$ cat src/rtl/bcd_disp_pkg.sv
// Shared segment codes, anode constants and scan-state encoding for the BCD display scanner.
// Pure definitions: no logic, no latency.
package bcd_disp_pkg;

  // Segment order {g,f,e,d,c,b,a}, active low
  localparam logic [6:0] SEG_0     = 7'h40;
  localparam logic [6:0] SEG_1     = 7'h79;
  localparam logic [6:0] SEG_2     = 7'h24;
  localparam logic [6:0] SEG_3     = 7'h30;
  localparam logic [6:0] SEG_4     = 7'h19;
  localparam logic [6:0] SEG_5     = 7'h12;
  localparam logic [6:0] SEG_6     = 7'h02;
  localparam logic [6:0] SEG_7     = 7'h78;
  localparam logic [6:0] SEG_8     = 7'h00;
  localparam logic [6:0] SEG_9     = 7'h10;
  localparam logic [6:0] SEG_DASH  = 7'h3F;
  localparam logic [6:0] SEG_BLANK = 7'h7F;

  localparam logic [2:0] AN_OFF = 3'b111;

  typedef enum logic {
    S_BLANK = 1'b0,
    S_DRIVE = 1'b1
  } scan_state_e;

endpackage

$ cat src/rtl/bcd_to_seg7.sv
// Combinational BCD nibble to active-low 7-segment decoder; non-BCD nibbles show a dash.
// Zero latency, no flow control; blank overrides the nibble.
module bcd_to_seg7
  import bcd_disp_pkg::*;
(
  input  logic [3:0] nibble,
  input  logic       blank,
  output logic [6:0] seg
);

  always_comb begin
    seg = SEG_DASH;
    if (blank) begin
      seg = SEG_BLANK;
    end else begin
      case (nibble)
        4'd0:    seg = SEG_0;
        4'd1:    seg = SEG_1;
        4'd2:    seg = SEG_2;
        4'd3:    seg = SEG_3;
        4'd4:    seg = SEG_4;
        4'd5:    seg = SEG_5;
        4'd6:    seg = SEG_6;
        4'd7:    seg = SEG_7;
        4'd8:    seg = SEG_8;
        4'd9:    seg = SEG_9;
        default: seg = SEG_DASH;
      endcase
    end
  end

endmodule

$ cat src/rtl/bcd_display_scanner.sv
// 3-digit multiplexed 7-segment scanner; digits commit only at frame wrap so the display never tears.
// Outputs registered (1 cycle after state/idx); load is always accepted, last load before commit wins.
module bcd_display_scanner
  import bcd_disp_pkg::*;
#(
  parameter int CLK_DIV      = 50000,
  parameter int BLANK_CYCLES = 500
) (
  input  logic       clk,
  input  logic       rst_n,
  input  logic       load,
  input  logic [3:0] hundreds,
  input  logic [3:0] tens,
  input  logic [3:0] ones,
  input  logic       blank_lz,
  output logic [6:0] seg,
  output logic [2:0] an,
  output logic       frame_done
);

  localparam int CW = $clog2(CLK_DIV);
  localparam logic [CW-1:0] CNT_LAST   = CW'(CLK_DIV - 1);
  localparam logic [CW-1:0] BLANK_LAST = CW'(BLANK_CYCLES - 1);

  logic [CW-1:0] cnt_q, cnt_d;
  logic [1:0]    idx_q, idx_d;
  scan_state_e   state_q, state_d;
  logic [3:0]    pend_h_q, pend_t_q, pend_o_q, pend_h_d, pend_t_d, pend_o_d;
  logic          pend_vld_q, pend_vld_d;
  logic [3:0]    disp_h_q, disp_t_q, disp_o_q, disp_h_d, disp_t_d, disp_o_d;
  logic [6:0]    seg_q, seg_d;
  logic [2:0]    an_q, an_d;
  logic          frame_done_q, frame_done_d;

  logic          slot_end, frame_end, commit;
  logic [3:0]    cur_nib;
  logic          cur_blank;
  logic [6:0]    dec_seg;

  always_ff @(posedge clk or negedge rst_n) begin
    if (!rst_n) begin
      cnt_q        <= '0;
      idx_q        <= 2'd0;
      state_q      <= S_BLANK;
      pend_h_q     <= 4'd0;
      pend_t_q     <= 4'd0;
      pend_o_q     <= 4'd0;
      pend_vld_q   <= 1'b0;
      disp_h_q     <= 4'd0;
      disp_t_q     <= 4'd0;
      disp_o_q     <= 4'd0;
      seg_q        <= SEG_BLANK;
      an_q         <= AN_OFF;
      frame_done_q <= 1'b0;
    end else begin
      cnt_q        <= cnt_d;
      idx_q        <= idx_d;
      state_q      <= state_d;
      pend_h_q     <= pend_h_d;
      pend_t_q     <= pend_t_d;
      pend_o_q     <= pend_o_d;
      pend_vld_q   <= pend_vld_d;
      disp_h_q     <= disp_h_d;
      disp_t_q     <= disp_t_d;
      disp_o_q     <= disp_o_d;
      seg_q        <= seg_d;
      an_q         <= an_d;
      frame_done_q <= frame_done_d;
    end
  end

  // Prescaler, scan index and the load/commit double buffer
  always_comb begin
    slot_end  = (cnt_q == CNT_LAST);
    frame_end = slot_end && (idx_q == 2'd2);
    commit    = frame_end && pend_vld_q;

    cnt_d = slot_end ? '0 : cnt_q + CW'(1);
    idx_d = idx_q;
    if (slot_end) idx_d = (idx_q == 2'd2) ? 2'd0 : idx_q + 2'd1;

    // Commit reads the pre-edge pending values, so a coincident load lands in the next frame
    disp_h_d = commit ? pend_h_q : disp_h_q;
    disp_t_d = commit ? pend_t_q : disp_t_q;
    disp_o_d = commit ? pend_o_q : disp_o_q;

    pend_h_d   = load ? hundreds : pend_h_q;
    pend_t_d   = load ? tens     : pend_t_q;
    pend_o_d   = load ? ones     : pend_o_q;
    pend_vld_d = load ? 1'b1 : (commit ? 1'b0 : pend_vld_q);
  end

  always_comb begin
    state_d = state_q;
    case (state_q)
      S_BLANK: if (cnt_q == BLANK_LAST) state_d = S_DRIVE;
      S_DRIVE: if (slot_end)            state_d = S_BLANK;
      default: state_d = S_BLANK;
    endcase
  end

  // A dash in hundreds is non-zero, so it never lets tens blank
  always_comb begin
    case (idx_q)
      2'd0:    cur_nib = disp_o_q;
      2'd1:    cur_nib = disp_t_q;
      default: cur_nib = disp_h_q;
    endcase
    cur_blank = blank_lz &&
                (((idx_q == 2'd2) && (disp_h_q == 4'd0)) ||
                 ((idx_q == 2'd1) && (disp_h_q == 4'd0) && (disp_t_q == 4'd0)));
  end

  bcd_to_seg7 u_dec (
    .nibble (cur_nib),
    .blank  (cur_blank),
    .seg    (dec_seg)
  );

  always_comb begin
    an_d         = AN_OFF;
    seg_d        = SEG_BLANK;
    frame_done_d = frame_end;
    if (state_q == S_DRIVE) begin
      an_d  = ~(3'b001 << idx_q);
      seg_d = dec_seg;
    end
  end

  assign seg        = seg_q;
  assign an         = an_q;
  assign frame_done = frame_done_q;

endmodule

$ cat config.mk
export PLATFORM = sky130hd
export DESIGN_NAME = bcd_display_scanner
export DESIGN_NICKNAME = d
export VERILOG_FILES = /design/src/rtl/bcd_disp_pkg.sv /design/src/rtl/bcd_to_seg7.sv /design/src/rtl/bcd_display_scanner.sv
export SDC_FILE = /design/constraint.sdc
export NUM_CORES = 1
export LEC_CHECK = 0
export BUFFER_PORTS_ARGS = -buffer_cell sky130_fd_sc_hd__buf_2
export CAP_MARGIN = 20
export CORE_MARGIN = 2
export CORE_UTILIZATION = 62
export CTS_BUF_LIST = sky130_fd_sc_hd__clkbuf_4 sky130_fd_sc_hd__clkbuf_8 sky130_fd_sc_hd__clkbuf_16
export DETAILED_ROUTE_END_ITERATION = 12
export GPL_TIMING_DRIVEN = 1
export HOLD_SLACK_MARGIN = 0.1
export PLACE_DENSITY_LB_ADDON = 0.12
export REMOVE_ABC_BUFFERS = 1
export SETUP_SLACK_MARGIN = 0.1
export SLEW_MARGIN = 20
export SYNTH_ARGS = -nofsm -noshare
export SYNTH_HDL_FRONTEND = slang
export SYNTH_SLANG_ARGS = --single-unit
$ cat constraint.sdc
create_clock -name clk -period 3.1 [get_ports clk]
set_input_delay 0.155 -clock clk [delete_from_list [all_inputs] [get_ports clk]]
set_output_delay 0.155 -clock clk [all_outputs]
set_load 0.03 [all_outputs]
Word-level counts from Yosys, hierarchy flattened
Memories as Yosys holds them, arrays and structs flattened.
Index checks and enable logic that the tools add are counted.
W data, S select, Z words.

operators by class
  add/sub/neg operators = 2
  multiply operators = 0
  div/mod/pow operators = 0
  magnitude comparators = 0
  equal/unequal tests = 4
  shift operators = 1
  mux-type cells = 11
  bitwise operators = 2
  reductions and logical operators = 11

operators with widths
  operator                 count
  $add A16 B1 Y16 const B  1
  $eq A16 B16 Y1 const B   1
  $eq A16 B9 Y1 const B    1
  $mux W16                 1
  $mux W7                  2
  $logic_not A4 Y1         2
  $pmux W4 S2              1
  $logic_and A1 B1 Y1      6
  $mux W1                  4
  $mux W3                  1
  $not A3 Y3               1
  $shl A1 B2 Y3 const A    1
  $add A2 B1 Y2 const B    1
  $eq A2 B1 Y1 const B     1
  $eq A2 B2 Y1 const B     1
  $logic_not A2 Y1         1
  $mux W2                  1
  $pmux W1 S2              1
  $reduce_bool A2 Y1       1
  $logic_or A1 B1 Y1       1
  $not A1 Y1               1

storage, ports and cells
  flip-flop bits (word level) = 55
  bits in latches = 0
  RAM bits = 0
  memory bits (read-only) = 112
  input port bits = 16
  output and inout bits = 11
  logic and storage cells = 45
  memories = 1

memory list
  name              depth  width  read ports  clocked after Yosys merged registers in  wr ports  line               source
  (name not given)  16     7      1           0                                        0         bcd_to_seg7.sv:16  case (nibble)

Depth between registers and ports, before layout
  word-level depth = 7
  gate-level depth with buffers = 7
  mapped depth without buffers = 6

Hierarchy
A second synthesis with hierarchy kept.

second synthesis, totals
  cell total of the unflattened synthesis = 215
  area total of the unflattened synthesis = 2,543.7 um^2

modules (own cells, without submodules)
  module               times used  cells each  area each (um^2)  sequential area each (um^2)
  bcd_display_scanner  1           180         2,308.5           1,388.8
  bcd_to_seg7          1           35          235.2             0.0

Worst setup path after synthesis
OpenSTA, ideal clock, no wires.

  path type = reg-to-reg
  start point = register cnt_q[11]
  end point = register disp_h_q[0]
  setup time = 0.127 ns
  arrival time = 1.960 ns
  required time = 2.973 ns
  setup slack = 1.013 ns
  cell stages (with the launch flop) = 6
  path buffers = 1
  period minus slack after synthesis = 2.087 ns
  cell sequence = dfrtp_1 or4_4 nor4_4 and3_2 buf_6 mux2_1

on the way
  longest elaborated chain between the ends = 3

RTL lines
  what                    line                       source
  from (decl)             bcd_display_scanner.sv:25  logic [CW-1:0] cnt_q, cnt_d;
  from (signal assigned)  bcd_display_scanner.sv:56  cnt_q <= cnt_d;
  $eq A16 B16 Y1          bcd_display_scanner.sv:74  slot_end = (cnt_q == CNT_LAST);
  $logic_and A1 B1 Y1     bcd_display_scanner.sv:75  frame_end = slot_end && (idx_q == 2'd2);
  $logic_and A1 B1 Y1     bcd_display_scanner.sv:76  commit = frame_end && pend_vld_q;
  to (signal assigned)    bcd_display_scanner.sv:63  disp_h_q <= disp_h_d;
  to (decl)               bcd_display_scanner.sv:30  logic [3:0] disp_h_q, disp_t_q, disp_o_q, disp_h_d, disp_t_d, disp_o_d;

No other way between the ends.
A chain may end at the register's enable or synchronous reset.

Worst setup path in the final report
  start point = register cnt_q[11]
  end point = register disp_o_q[1]

on the way
  longest elaborated chain between the ends = 3

RTL lines
  what                  line                       source
  $eq A16 B16 Y1        bcd_display_scanner.sv:74
  $logic_and A1 B1 Y1   bcd_display_scanner.sv:75
  $logic_and A1 B1 Y1   bcd_display_scanner.sv:76
  to (signal assigned)  bcd_display_scanner.sv:65  disp_o_q <= disp_o_d;
  to (decl)             bcd_display_scanner.sv:30

No other way between the ends.

==> out/results.ini <==
[layout]
nets = 268
stdcell_area_sq_um = 2860
drive_above_1_share_pct = 26.1
layout_common_cells = dfrtp_1, buf_2, mux2_2, nand2_1, dlygate4sd3_1
final_common_cell = dfrtp_1
area_growth_pct = 16.4
antenna_cells = 0

[yosys]
netlist_area_sq_um = 2450
yosys_most_used_dff = dfrtp_1
synth_edf_count = 0
yosysTopAreaCellShare_pct = 45.9
synth_seq_cells = 55
synth.distinct_cells = 40
synthTopCellsByArea = dfrtp_1, dfstp_2, mux2_2, mux2_1, ha_1
syn_inst = 205
yosysTopAreaCell = dfrtp_1
ys_seq_area_share_pct = 56.6
avgSynthCellArea_sq_um = 12.0
yosysWarnings = 0
async_reset_ff_share_pct = 100

[timing]
tightest_slew_ns = 0.616
setup_viol = 0
hold_viol_final = 0
setup_tns_ns = 0
whs_ns = 0.238
fmax_ghz = 0.421
maxSlewViolCount = 0
finalCritPeriodShare_pct = 76.7
relSlewSlack_pct = 59.0
period_needed_ns = 2.38
fin_worst_skew_ns = 0.0127
rsz0062_at_grt = false

[routing]
firstDrtPassIters = 5
drtIter0Drc = 109
totalWireLength_mm = 4.69
drc = 0
postRouteAntennaNets = 0
routed-via-count = 1706
post_drt_wl_per_cell_microns = 15.8
drt-vias-per-instance = 5.74

[power]
power_frac_comb_pct = 4.7
p_seq_share_pct = 61.8
vdd_drop_max_uv = 452
netSwitchingPower_mw = 0.274
pwr-share-clk_pct = 33.4
switching_share_pct = 22.8
p_leak_nw = 1.27
power_density_nw_per_um2 = 420
intPower_mw = 0.928

[global_routing]
grt_max_degree = 52
grt_pass1_vias = 1692
grt_pass1_wl_mm = 7.97
gr-usage-all-layers_pct = 24.4
antenna_found_initial = 0
overflow = 0

[setup_path]
arrival_ns = 2.59
cp-end-kind = flip-flop
cp.required_ns = 3.31
crit_fanout = 13
rr_worst_depth = 5
regToRegStartpoint = cnt_q[11]$_DFF_PN0_
crit_path_end = disp_o_q[1]$_DFFE_PN0P_
r2r_end = disp_o_q[1]$_DFFE_PN0P_
crit_path_start_kind = flip-flop
path_class = flip-flop to flip-flop
cp-startpoint = cnt_q[11]$_DFF_PN0_
ff2ff_setup_slack_ns = 0.72

[clock_network]
cts_buffer_depth = 2
root_buffer = clkbuf_8
cts_htree_levels = 2
cts_buffers = 5
clk_latency_ns = 0.32
numClockSinks = 55
cts_resized = 0
clk_pin_slew_ns = 0.10
cts_tree = built

[floorplan]
io_pins = 27
die_w_microns = 66.9
die_area_sq_um = 4480
row_count = 22
core_sq_um = 3740
start_util_pct = 65.6
die_h_microns = 66.9

[run_status]
run_status = completed

[place]
place_area_sq_um = 2630
dp_hpwl_mm = 3.24
io_buffers = 26
finalWeightedCongestion = 0.891

[worst_hold_path]
hp-class = input pin to flip-flop

[flow_run]
max_cap_violations = 0

-- worst min path at each step --
stage | slack, ns | cells after the start | start | end
after floorplan | -0.14 | 0 | rst_n | cnt_q[0]$_DFF_PN0_
after detailed placement | 0.39 | 2 | hundreds[3] | pend_h_q[3]$_DFFE_PN0P_
after global routing | 0.26 | 2 | load | pend_vld_q$_DFFE_PN0P_
after global placement | 0.39 | 1 | rst_n | cnt_q[3]$_DFF_PN0_
after CTS | 0.24 | 2 | load | pend_vld_q$_DFFE_PN0P_
final | 0.24 | 2 | load | pend_vld_q$_DFFE_PN0P_
-- worst max-delay path, stage by stage (launching register included) --
cell and delay (ns):
dfrtp_1 0.45, or4_4 0.57, nor4_4 0.26, buf_4 0.22
and3_2 0.38, mux2_2 0.38
-- per-stage QoR --
stage / power (mW) / std cells / utilization [%] / setup slack [ns]
after floorplan: 0.769 / 200 / - / 0.739
after global placement: 0.796 / 276 / 70.3 / 0.814
after detailed placement: 0.800 / 276 / 70.3 / 0.734
after CTS: 1.21 / 297 / 76.3 / 0.721
after global routing: 1.25 / 297 / 76.3 / 0.597
final: 1.20 / 297 / 76.3 / 0.723
-- state kept, by name, indices dropped and copies added (netlist names) --
register    count
state_q         1
pend_vld_q      1
disp_h_q        4
disp_o_q        4
cnt_q          16
pend_o_q        4
pend_t_q        4
disp_t_q        4
pend_h_q        4
seg             7
idx_q           2
an              3
frame_done      1
-- cell families (layout without fill, tap and decap cells) --
kind of cell | after synthesis | count (layout) | share of synthesized area, %
compound gates | 29 | 29 | 7.08
xor+xnor | 10 | 10 | 3.57
fa+ha+maj | 4 | 4 | 2.04
buf+inv | 12 | 56 | 2.19
flops | 55 | 55 | 56.6
mux | 30 | 30 | 13.6
simple gates | 65 | 65 | 15.0
-- cells in the mapped netlist, types with 2 or more instances --
cell      count
o21ai_0      10
and3_1        2
nand4_1       5
nand4b_1      2
or4_1         2
clkbuf_1      2
o21a_1        3
nor3_1        3
nand2_1      13
xnor2_1       5
mux2_1       10
dfrtp_1      45
o21ai_1       3
nor2b_1       3
ha_1          4
dfstp_2      10
a21o_1        2
or3_1         4
nor2_1       11
a21oi_1       5
nor4_1        5
inv_1         7
nand3_1       9
mux2_2       16
xor2_1        5
a211oi_1      2
mux2i_1       4
-- per-layer routing --
metal  part of all wire [%]  track usage, %  vias up
met3                    4.7            6.42        6
met5                      0               0        -
met2                     50            41.1       52
met4                    1.3            7.65        0
li1                       -               -      825
met1                     44            30.7      823
-- power groups by stage --
| stage | clock (mW) | combinational [mW] | sequential, mW |
|---|---|---|---|
| floorplan | 0 | 0.0168 | 0.752 |
| global placement | 0 | 0.0417 | 0.754 |
| detailed placement | 0 | 0.0441 | 0.756 |
| CTS | 0.406 | 0.0566 | 0.743 |
| global route | 0.437 | 0.0637 | 0.745 |
| finish | 0.401 | 0.0568 | 0.743 |
-- repair_timing --
action / in CTS / in global routing
endpoints found under the hold margin: 57 / 0
hold buffers: 13 / 0
setup buffers: 0 / 0
-- layout make-up --
type	instances	area, sq um
multi-input cells	138	1010
clock buffers	5	68.8
inverters	7	26.3
flip-flops and latches	55	1390
repair buffers	41	278
fillers	248	886
well taps	48	60.1
clock inverters	3	23.8
Note: power is estimated with default switching activity, not from simulation.
